## config.mk

```make
export PLATFORM = sky130hd
export DESIGN_NAME = pattern_vector_sequencer
export DESIGN_NICKNAME = d
export VERILOG_FILES = /design/src/rtl/pattern_seq_pkg.sv /design/src/rtl/pattern_misr.sv /design/src/rtl/pattern_vector_sequencer.sv
export SDC_FILE = /design/constraint.sdc
export NUM_CORES = 1
export LEC_CHECK = 0
export ABC_AREA = 0
export CAP_MARGIN = 20
export CORE_MARGIN = 1
export CORE_UTILIZATION = 45
export DETAILED_ROUTE_END_ITERATION = 10
export GPL_ROUTABILITY_DRIVEN = 0
export PLACE_DENSITY = 0.78
export SYNTH_ARGS = -nofsm -noshare
export SYNTH_HDL_FRONTEND = slang
export SYNTH_HIERARCHICAL = 1
export SYNTH_SLANG_ARGS = --single-unit
```

## constraint.sdc

```tcl
create_clock -name blif_clk_net -period 2.85 [get_ports blif_clk_net]
set_clock_uncertainty 0.1 [all_clocks]
set_input_delay 0.57 -clock blif_clk_net [delete_from_list [all_inputs] [get_ports blif_clk_net]]
set_output_delay 0.57 -clock blif_clk_net [all_outputs]
set_load 0.02 [all_outputs]
```

## src/rtl/pattern_seq_pkg.sv

```systemverilog
// Shared definitions for the pattern vector sequencer.
//   seq_state_t        : sequencer FSM states
//   DEFAULT_MISR_POLY  : default MISR feedback polynomial
//   DEFAULT_MISR_SEED  : default MISR start value
//   misr_next()        : one MISR compression step (shift, feedback, fold in data)
package pattern_seq_pkg;

   typedef enum logic [2:0] {
      ST_IDLE,
      ST_DUT_RST,
      ST_LOAD,
      ST_SETTLE,
      ST_CAPTURE,
      ST_DONE
   } seq_state_t;

   localparam logic [15:0] DEFAULT_MISR_POLY = 16'h1021;
   localparam logic [15:0] DEFAULT_MISR_SEED = 16'hFFFF;

   // Shift left one place, apply the polynomial when the bit shifted out was
   // set, then fold the (already zero-extended) netlist outputs into the value.
   function automatic logic [15:0] misr_next(input logic [15:0] sig,
                                             input logic [15:0] data,
                                             input logic [15:0] poly);
      misr_next = {sig[14:0], 1'b0} ^ (sig[15] ? poly : 16'h0000) ^ data;
   endfunction

endpackage

```

## src/rtl/pattern_misr.sv

```systemverilog
// 16-bit multiple-input signature register compressing netlist outputs.
//   clk       : clock, rising edge
//   rst_n     : asynchronous active-low reset, register returns to SEED
//   load_seed : reload SEED (start of a run), takes priority over enable
//   enable    : fold data into the signature this cycle
//   data      : netlist primary outputs, OUT_W bits (OUT_W <= 16)
//   sig       : current signature
module pattern_misr
   import pattern_seq_pkg::*;
#(
   parameter int          OUT_W = 8,
   parameter logic [15:0] POLY  = DEFAULT_MISR_POLY,
   parameter logic [15:0] SEED  = DEFAULT_MISR_SEED
) (
   input  logic             clk,
   input  logic             rst_n,
   input  logic             load_seed,
   input  logic             enable,
   input  logic [OUT_W-1:0] data,
   output logic [15:0]      sig
);

   logic [15:0] data_ext;

   // Zero-extend the output bus; written this way so OUT_W == 16 needs no
   // special case.
   always_comb begin
      data_ext = '0;
      data_ext[OUT_W-1:0] = data;
   end

   // Signature register: seed on reset or run start, compress when enabled.
   always_ff @(posedge clk or negedge rst_n) begin
      if (!rst_n) begin
         sig <= SEED;
      end else if (load_seed) begin
         sig <= SEED;
      end else if (enable) begin
         sig <= misr_next(sig, data_ext, POLY);
      end
   end

endmodule

```

## src/rtl/pattern_vector_sequencer.sv

```systemverilog
// Drives one merged pattern netlist through a run of NUM_VEC input vectors:
// resets the netlist, applies each streamed vector, waits SETTLE_CYC clocks,
// then compresses the netlist outputs into a 16-bit MISR signature.
//   blif_clk_net   : clock, rising edge
//   blif_reset_net : asynchronous active-low reset
//   start          : begin a run (honoured only when idle, ignored with abort)
//   abort          : abandon the current run, back to idle next cycle
//   vec_valid      : vector source has data
//   vec_data       : vector payload (IN_W bits)
//   vec_ready      : a vector is accepted this cycle when vec_valid is high
//   dut_in         : registered drive to the netlist inputs
//   dut_out        : netlist outputs (OUT_W bits)
//   dut_reset_n    : active-low reset to the netlist
//   busy           : high whenever a run is in progress
//   done           : one-cycle pulse when a run completes
//   signature      : MISR value, held after completion or abort
//   vec_cnt        : vectors captured in the current/last run
module pattern_vector_sequencer
   import pattern_seq_pkg::*;
#(
   parameter int          IN_W       = 11,
   parameter int          OUT_W      = 8,
   parameter int          NUM_VEC    = 16,
   parameter int          SETTLE_CYC = 2,
   parameter logic [15:0] MISR_POLY  = DEFAULT_MISR_POLY,
   parameter logic [15:0] MISR_SEED  = DEFAULT_MISR_SEED
) (
   input  logic                           blif_clk_net,
   input  logic                           blif_reset_net,
   input  logic                           start,
   input  logic                           abort,
   input  logic                           vec_valid,
   input  logic [IN_W-1:0]                vec_data,
   output logic                           vec_ready,
   output logic [IN_W-1:0]                dut_in,
   input  logic [OUT_W-1:0]               dut_out,
   output logic                           dut_reset_n,
   output logic                           busy,
   output logic                           done,
   output logic [15:0]                    signature,
   output logic [$clog2(NUM_VEC+1)-1:0]   vec_cnt
);

   localparam int CNT_W = $clog2(NUM_VEC + 1);
   localparam int SET_W = $clog2(SETTLE_CYC + 1);

   seq_state_t       state;
   seq_state_t       state_next;
   logic [SET_W-1:0] settle_cnt;
   logic [CNT_W-1:0] vec_cnt_inc;

   logic load_seed;
   logic misr_en;
   logic clr_cnt;
   logic inc_cnt;
   logic clr_dut_in;
   logic load_vec;
   logic dec_settle;

   assign vec_cnt_inc = vec_cnt + CNT_W'(1);

   // State register.
   always_ff @(posedge blif_clk_net or negedge blif_reset_net) begin
      if (!blif_reset_net) begin
         state <= ST_IDLE;
      end else begin
         state <= state_next;
      end
   end

   // Next-state and datapath strobes. An abort outside IDLE overrides every
   // other transition and suppresses all strobes, so the signature, vector
   // count and dut_in are left exactly as they were.
   always_comb begin
      state_next = state;
      load_seed  = 1'b0;
      misr_en    = 1'b0;
      clr_cnt    = 1'b0;
      inc_cnt    = 1'b0;
      clr_dut_in = 1'b0;
      load_vec   = 1'b0;
      dec_settle = 1'b0;
      if (abort && (state != ST_IDLE)) begin
         state_next = ST_IDLE;
      end else begin
         case (state)
            ST_IDLE: begin
               if (start && !abort) begin
                  load_seed  = 1'b1;
                  clr_cnt    = 1'b1;
                  state_next = ST_DUT_RST;
               end
            end
            ST_DUT_RST: begin
               clr_dut_in = 1'b1;
               state_next = ST_LOAD;
            end
            ST_LOAD: begin
               if (vec_valid) begin
                  load_vec   = 1'b1;
                  state_next = ST_SETTLE;
               end
            end
            ST_SETTLE: begin
               dec_settle = 1'b1;
               if (settle_cnt == SET_W'(1)) begin
                  state_next = ST_CAPTURE;
               end
            end
            ST_CAPTURE: begin
               misr_en = 1'b1;
               inc_cnt = 1'b1;
               if (vec_cnt_inc == CNT_W'(NUM_VEC)) begin
                  state_next = ST_DONE;
               end else begin
                  state_next = ST_LOAD;
               end
            end
            ST_DONE: begin
               state_next = ST_IDLE;
            end
            default: begin
               state_next = ST_IDLE;
            end
         endcase
      end
   end

   // Settle counter, vector counter and the registered netlist input drive.
   always_ff @(posedge blif_clk_net or negedge blif_reset_net) begin
      if (!blif_reset_net) begin
         settle_cnt <= '0;
         vec_cnt    <= '0;
         dut_in     <= '0;
      end else begin
         if (clr_cnt) begin
            vec_cnt <= '0;
         end else if (inc_cnt) begin
            vec_cnt <= vec_cnt_inc;
         end
         if (clr_dut_in) begin
            dut_in <= '0;
         end else if (load_vec) begin
            dut_in <= vec_data;
         end
         if (load_vec) begin
            settle_cnt <= SET_W'(SETTLE_CYC);
         end else if (dec_settle) begin
            settle_cnt <= settle_cnt - SET_W'(1);
         end
      end
   end

   pattern_misr #(
      .OUT_W (OUT_W),
      .POLY  (MISR_POLY),
      .SEED  (MISR_SEED)
   ) u_misr (
      .clk       (blif_clk_net),
      .rst_n     (blif_reset_net),
      .load_seed (load_seed),
      .enable    (misr_en),
      .data      (dut_out),
      .sig       (signature)
   );

   // The netlist reset follows the sequencer reset combinationally so it drops
   // immediately when reset is asserted mid-run. vec_ready is masked by abort
   // so an abandoned LOAD cycle never looks like a consumed vector.
   assign dut_reset_n = blif_reset_net && (state != ST_DUT_RST);
   assign vec_ready   = (state == ST_LOAD) && !abort;
   assign busy        = (state != ST_IDLE);
   assign done        = (state == ST_DONE);

endmodule

```

[Word level (Yosys, flattened, before mapping)]
Index checks and enable logic that the tools add are counted.
Storage, ports and cells
  register bits after elaboration: 37
  bits of input ports: 24
  output and inout port bits: 36
  word-level logic and storage cells: 58
Operators by class
  add/sub/neg operators: 2
  equality and inequality tests: 11
  mux-type cells: 27
  bitwise operators: 2
  reduce and logical (&&, ||, !) cells: 11
Operators by type and width (number)
  2-to-1 mux 16 bit: 2
  2-to-1 mux 11 bit: 2
  bitwise XOR 16 bit: 1
  bitwise XOR 16 x 8 -> 16 bit: 1
  2-to-1 mux 3 bit: 5
  case mux 3 bit (5 select lines): 1
  2-to-1 mux 13 bit: 1
  2-to-1 mux 1 bit: 12
  2-to-1 mux 5 bit: 2
  inequality test 3 bit, second input constant: 3
  equality test 3 x 2 -> 1 bit, second input constant: 2
  equality test 3 bit, second input constant: 2
  nonzero test 2 bit: 3
  adder 5 x 1 -> 5 bit, second input constant: 1
  equality test 5 bit, second input constant: 1
  logical AND 1 bit: 4
  2-to-1 mux 2 bit: 2
  equality test 3 x 1 -> 1 bit, second input constant: 1
  zero test 3 bit: 1
  inequality test 3 x 1 -> 1 bit, second input constant: 1
  AND reduction 3 bit: 1
  nonzero test 3 bit: 1
  equality test 2 x 1 -> 1 bit, second input constant: 1
  subtractor 2 x 1 -> 2 bit, second input constant: 1
  zero test 1 bit: 1

[Logic depth before layout (Yosys ltp)]
  depth after elaboration: 6
  depth in mapped cells: 6
  gate-level depth less buffers: 5

[Modules after synthesis]
The synthesis kept the hierarchy.
By module, submodules not included
  pattern_vector_sequencer: instances 1, cells each 92, area each 1036.0 sq um, seq. area each 525.5 sq um
  pattern_misr: instances 1, cells each 62, area each 778.2 sq um, seq. area each 420.4 sq um

[Worst setup path before layout]
Ideal clock, no wire load.
  kind: in2reg
  from: input abort
  to: register u_misr.sig[10]
  library setup time: 82 ps
  arrival: 1625 ps
  required time: 2668 ps
  setup slack: 1044 ps
  stages on the path: 4
  buffers on the path: 1
  cells stage by stage: nor4b_4 -> buf_2 -> nor2b_1 -> a211o_1
On the way
  cells in the longest elaborated chain, start to end: 6
  elaborated cells on any way between the ends: 9
  classes of those cells: 5 x mux; 4 x reduce/logical
Ends and longest elaborated chain
  start, declared: RTL line pattern_vector_sequencer.sv:31  | input logic abort,
  zero test 1 bit: RTL line pattern_vector_sequencer.sv:88  | if (start && !abort) begin
  logical AND 1 bit: RTL line pattern_vector_sequencer.sv:88
  2-to-1 mux 1 bit: RTL line pattern_vector_sequencer.sv:88
  2-to-1 mux 1 bit: RTL line pattern_vector_sequencer.sv:86  | case (state)
  2-to-1 mux 1 bit: RTL line pattern_vector_sequencer.sv:83  | if (abort && (state != ST_IDLE)) begin
  2-to-1 mux 16 bit / nonzero test 2 bit (equally long branches)
  end signal, assigned: RTL line pattern_misr.sv:39  | sig <= misr_next(sig, data_ext, POLY);
  end, declared: RTL line pattern_misr.sv:20  | output logic [15:0] sig
Several ways; a longest one is shown, not always the timed one.
A chain may end at the register's enable or synchronous reset.

[Worst setup path after layout]
  from: register state[1]
  to: output vec_ready
On the way
  cells in the longest elaborated chain, start to end: 2
Ends and longest elaborated chain
  start, declared: RTL line pattern_vector_sequencer.sv:47  | seq_state_t state;
  start signal, assigned: RTL line pattern_vector_sequencer.sv:67  | state <= state_next;
  equality test 3 x 2 -> 1 bit: RTL line pattern_vector_sequencer.sv:171  | assign vec_ready = (state == ST_LOAD) && !abort;
  logical AND 1 bit: RTL line pattern_vector_sequencer.sv:171
  end, declared: RTL line pattern_vector_sequencer.sv:34  | output logic vec_ready,
Every way passes these cells.

==> results.sh <==
export IMPL_rsz0062_at_grt="false"
export IMPL_grt_antenna_before_repair=0
export IMPL_powerDensity_nw_per_um2=496
export IMPL_ys_ff_latch=37
export IMPL_grt_met3_usage_pct=4.69
export IMPL_grt_pass1_wl_um=6380
export IMPL_overflow=0
export IMPL_cp_start_kind="flip-flop"
export IMPL_grt_util_met1_pct=24.8
export IMPL_synth_distinct_cells=35
export IMPL_start_util_pct=48.1
export IMPL_worstSetupEndpointType="primary output"
export IMPL_cts_max_level=2
export IMPL_setup_tns_final_ps=0
export IMPL_die_area_um2=4290
export IMPL_relSlewSlack_pct=67.7
export IMPL_syn_area_um2=1810
export IMPL_cp_cell_sequence="nor2b_1 -> nand2b_1 -> nor2_1 -> clkdlybuf4s50_1"
export IMPL_grt_busiest_layer="met2"
export IMPL_n_fill_cell=274
export IMPL_dpl_cell_area_um2=2440
export IMPL_grt_max_degree=39
export IMPL_fin_hold_ws_ps=249
export IMPL_syn_nets=180
export IMPL_hold_buffers=0
export IMPL_drcViolationCount=0
export IMPL_grt_usage_pct=19.8
export IMPL_crit_family="flip-flops"
export IMPL_fin_nets=241
export IMPL_synthCells=154
export IMPL_r2r_end="vec_cnt[4]"
export IMPL_cts_tree="done"
export IMPL_synth_area_per_cell_um2=11.8
export IMPL_clkTransAtPathRegs_ps=70
export IMPL_cts_buffers=5
export IMPL_worstPathArrival_ps=1970
export IMPL_fin_area_um2=2550
export IMPL_r2r_start="state[0]"
export IMPL_cts_root_buffer="clkbuf_8"
export IMPL_worst_path_max_fanout=11
export IMPL_min_period_ps=2640
export IMPL_tightest_slew_ps=485
export IMPL_min_path_type="in -> async"
export IMPL_num_rows=22
export IMPL_period_share_pct=92.7
export IMPL_yosys_warnings=6
export IMPL_ant_nets=0
export IMPL_port_buffers=59
export IMPL_drt_iter0_markers=43
export IMPL_clkLatencyLatePin_ps=280
export IMPL_finalHoldViolCount=0
export IMPL_setup_viol=0
export IMPL_clockBufferDepth=2
export IMPL_status="finished clean"
export IMPL_crit_type="reg -> out"
export IMPL_ctsResizeCount=0
export IMPL_die_w_um=65.5
export IMPL_timing_fmax_mhz=378
export IMPL_drive_gt1_share_pct=15.7
export IMPL_pin_count=60
export IMPL_grt_pass1_vias=1420
export IMPL_total_power_mw=1.26
export IMPL_postCtsSetupRepairBufs=0
export IMPL_critPathBufInv=1
export IMPL_wl_um=3740
export IMPL_cp_required_ps=2180
export IMPL_clock_sinks=37
export IMPL_cpPeakStageDelay_ps=620
export IMPL_yosysSeqAreaShare_pct=52.1
export IMPL_rrSetupSlack_ps=1000
export IMPL_core_um2=3770
export IMPL_drt_first_pass_iters=4
export IMPL_worst_path_max_delay_cell="dfrtp_1"
export IMPL_dp_hpwl_um=2720
export IMPL_met2_usage_pct=33.1
export IMPL_peakVddDrop_uv=413
export IMPL_die_y_um=65.5
export IMPL_leakage_nw=1.03
export IMPL_via_count=1395
export IMPL_maxCapViolCount=0
export IMPL_syn2layout_area_growth_pct=40.3
export IMPL_slew_viol_final=0
export IMPL_antennaDiodeCount=0
export IMPL_viasPerCell=5.28
export IMPL_wire_per_inst_um=14.2
export IMPL_r2r_cells=5
synthesized netlist by cell type:
library cell,count,share of area (%)
dfrtp_1,21,29
nor2b_1,19,6.6
a211o_1,16,7.7
dfstp_2,16,23
a22o_1,11,5.3
xor2_1,11,5.3
nor2_1,9,1.9
buf_2,7,1.9
a21oi_1,4,1.1
nand2_1,4,0.83
mux2i_1,3,1.7
o21ai_0,3,0.83
and2_1,2,0.69
buf_6,2,1.2
ha_1,2,1.4
inv_1,2,0.41
nand2b_1,2,0.69
nand4_1,2,0.69
o31ai_1,2,0.83
and2b_1,1,0.41
and3_1,1,0.35
and4b_1,1,0.55
clkbuf_1,1,0.21
nand3_1,1,0.28
nor3b_1,1,0.41
nor4_2,1,0.69
nor4b_4,1,1.3
o22a_1,1,0.48
o31a_1,1,0.48
or2_2,1,0.35
or3_1,1,0.35
or3_4,1,0.62
or4b_1,1,0.55
xnor2_1,1,0.48
xor3_1,1,1.3
report_power, final:
part / internal, mW / switching [mW]
Sequential: 0.573 / 0.0408
Clock: 0.218 / 0.167
Combinational: 0.143 / 0.119
Total: 0.935 / 0.327
how the worst max path moves through the flow:
stage / endpoint / slack (ps) / depth (start not counted) / from
6_report: vec_ready / 210 / 4 / state[1]
5_1_grt: vec_ready / 70 / 4 / state[1]
4_1_cts: vec_ready / 200 / 4 / state[1]
3_5_place_dp: vec_ready / 250 / 4 / abort
3_3_place_gp: vec_ready / 290 / 4 / abort
2_1_floorplan: u_misr/sig[10] / 1040 / 4 / abort
kinds of logic (layout without fill, tap and decap cells):
kind of cell / Yosys count / in the layout / share of synthesized area (%)
DFF: 37 / 37 / 52.1
adders and majority gates: 2 / 2 / 1.38
and+or+nand+nor: 49 / 49 / 17.2
buffers and inverters: 12 / 74 / 3.79
muxes: 3 / 3 / 1.66
AOI/OAI and AO/OA: 38 / 38 / 16.8
xor gates and xnor gates: 13 / 13 / 7.10
placed cells by master (no fill, tap or decap), drive strengths merged, types with 3 or more instances in the layout:
| master | n |
|---|---|
| a211o | 16 |
| a21oi | 4 |
| a22o | 11 |
| buf | 6 |
| clkbuf | 7 |
| clkdlybuf4s50 | 58 |
| dfrtp | 21 |
| dfstp | 16 |
| mux2i | 3 |
| nand2 | 4 |
| nor2 | 9 |
| nor2b | 19 |
| o21ai | 3 |
| xor2 | 11 |
routing by layer:
layer	wire length (µm)	vias to the layer above	share of wire [%]
met5	0	-	0
met4	14	0	0.37
met3	166	2	4.4
met2	1890	38	50
met1	1670	684	45
li1	-	671	-
cell type report:
type / count / area (µm²) / share of cell area (%)
clock inverter: 1 / 5.00 / 0.197
timing repair buffer: 64 / 623 / 24.5
multi-input combinational: 105 / 808 / 31.7
sequential: 37 / 946 / 37.1
clock buffer: 7 / 96.3 / 3.78
inverter: 2 / 7.51 / 0.295
tap: 48 / 60.1 / 2.36
registers in the layout (all words and copies together) (netlist names):
signal      flops
settle_cnt      2
dut_in         11
vec_cnt         5
u_misr/sig     16
state           3
stage by stage:
| stage | setup WS (ps) | utilization [%] | std cells |
|---|---|---|---|
| after floorplan | 1040 | - | 154 |
| after CTS | 201 | 67.5 | 264 |
| after global routing | 71.0 | 67.5 | 264 |
| after global placement | 289 | 64.8 | 256 |
| after detailed placement | 252 | 64.8 | 256 |
| final | 208 | 67.5 | 264 |
(Power assumes the default switching activity.)
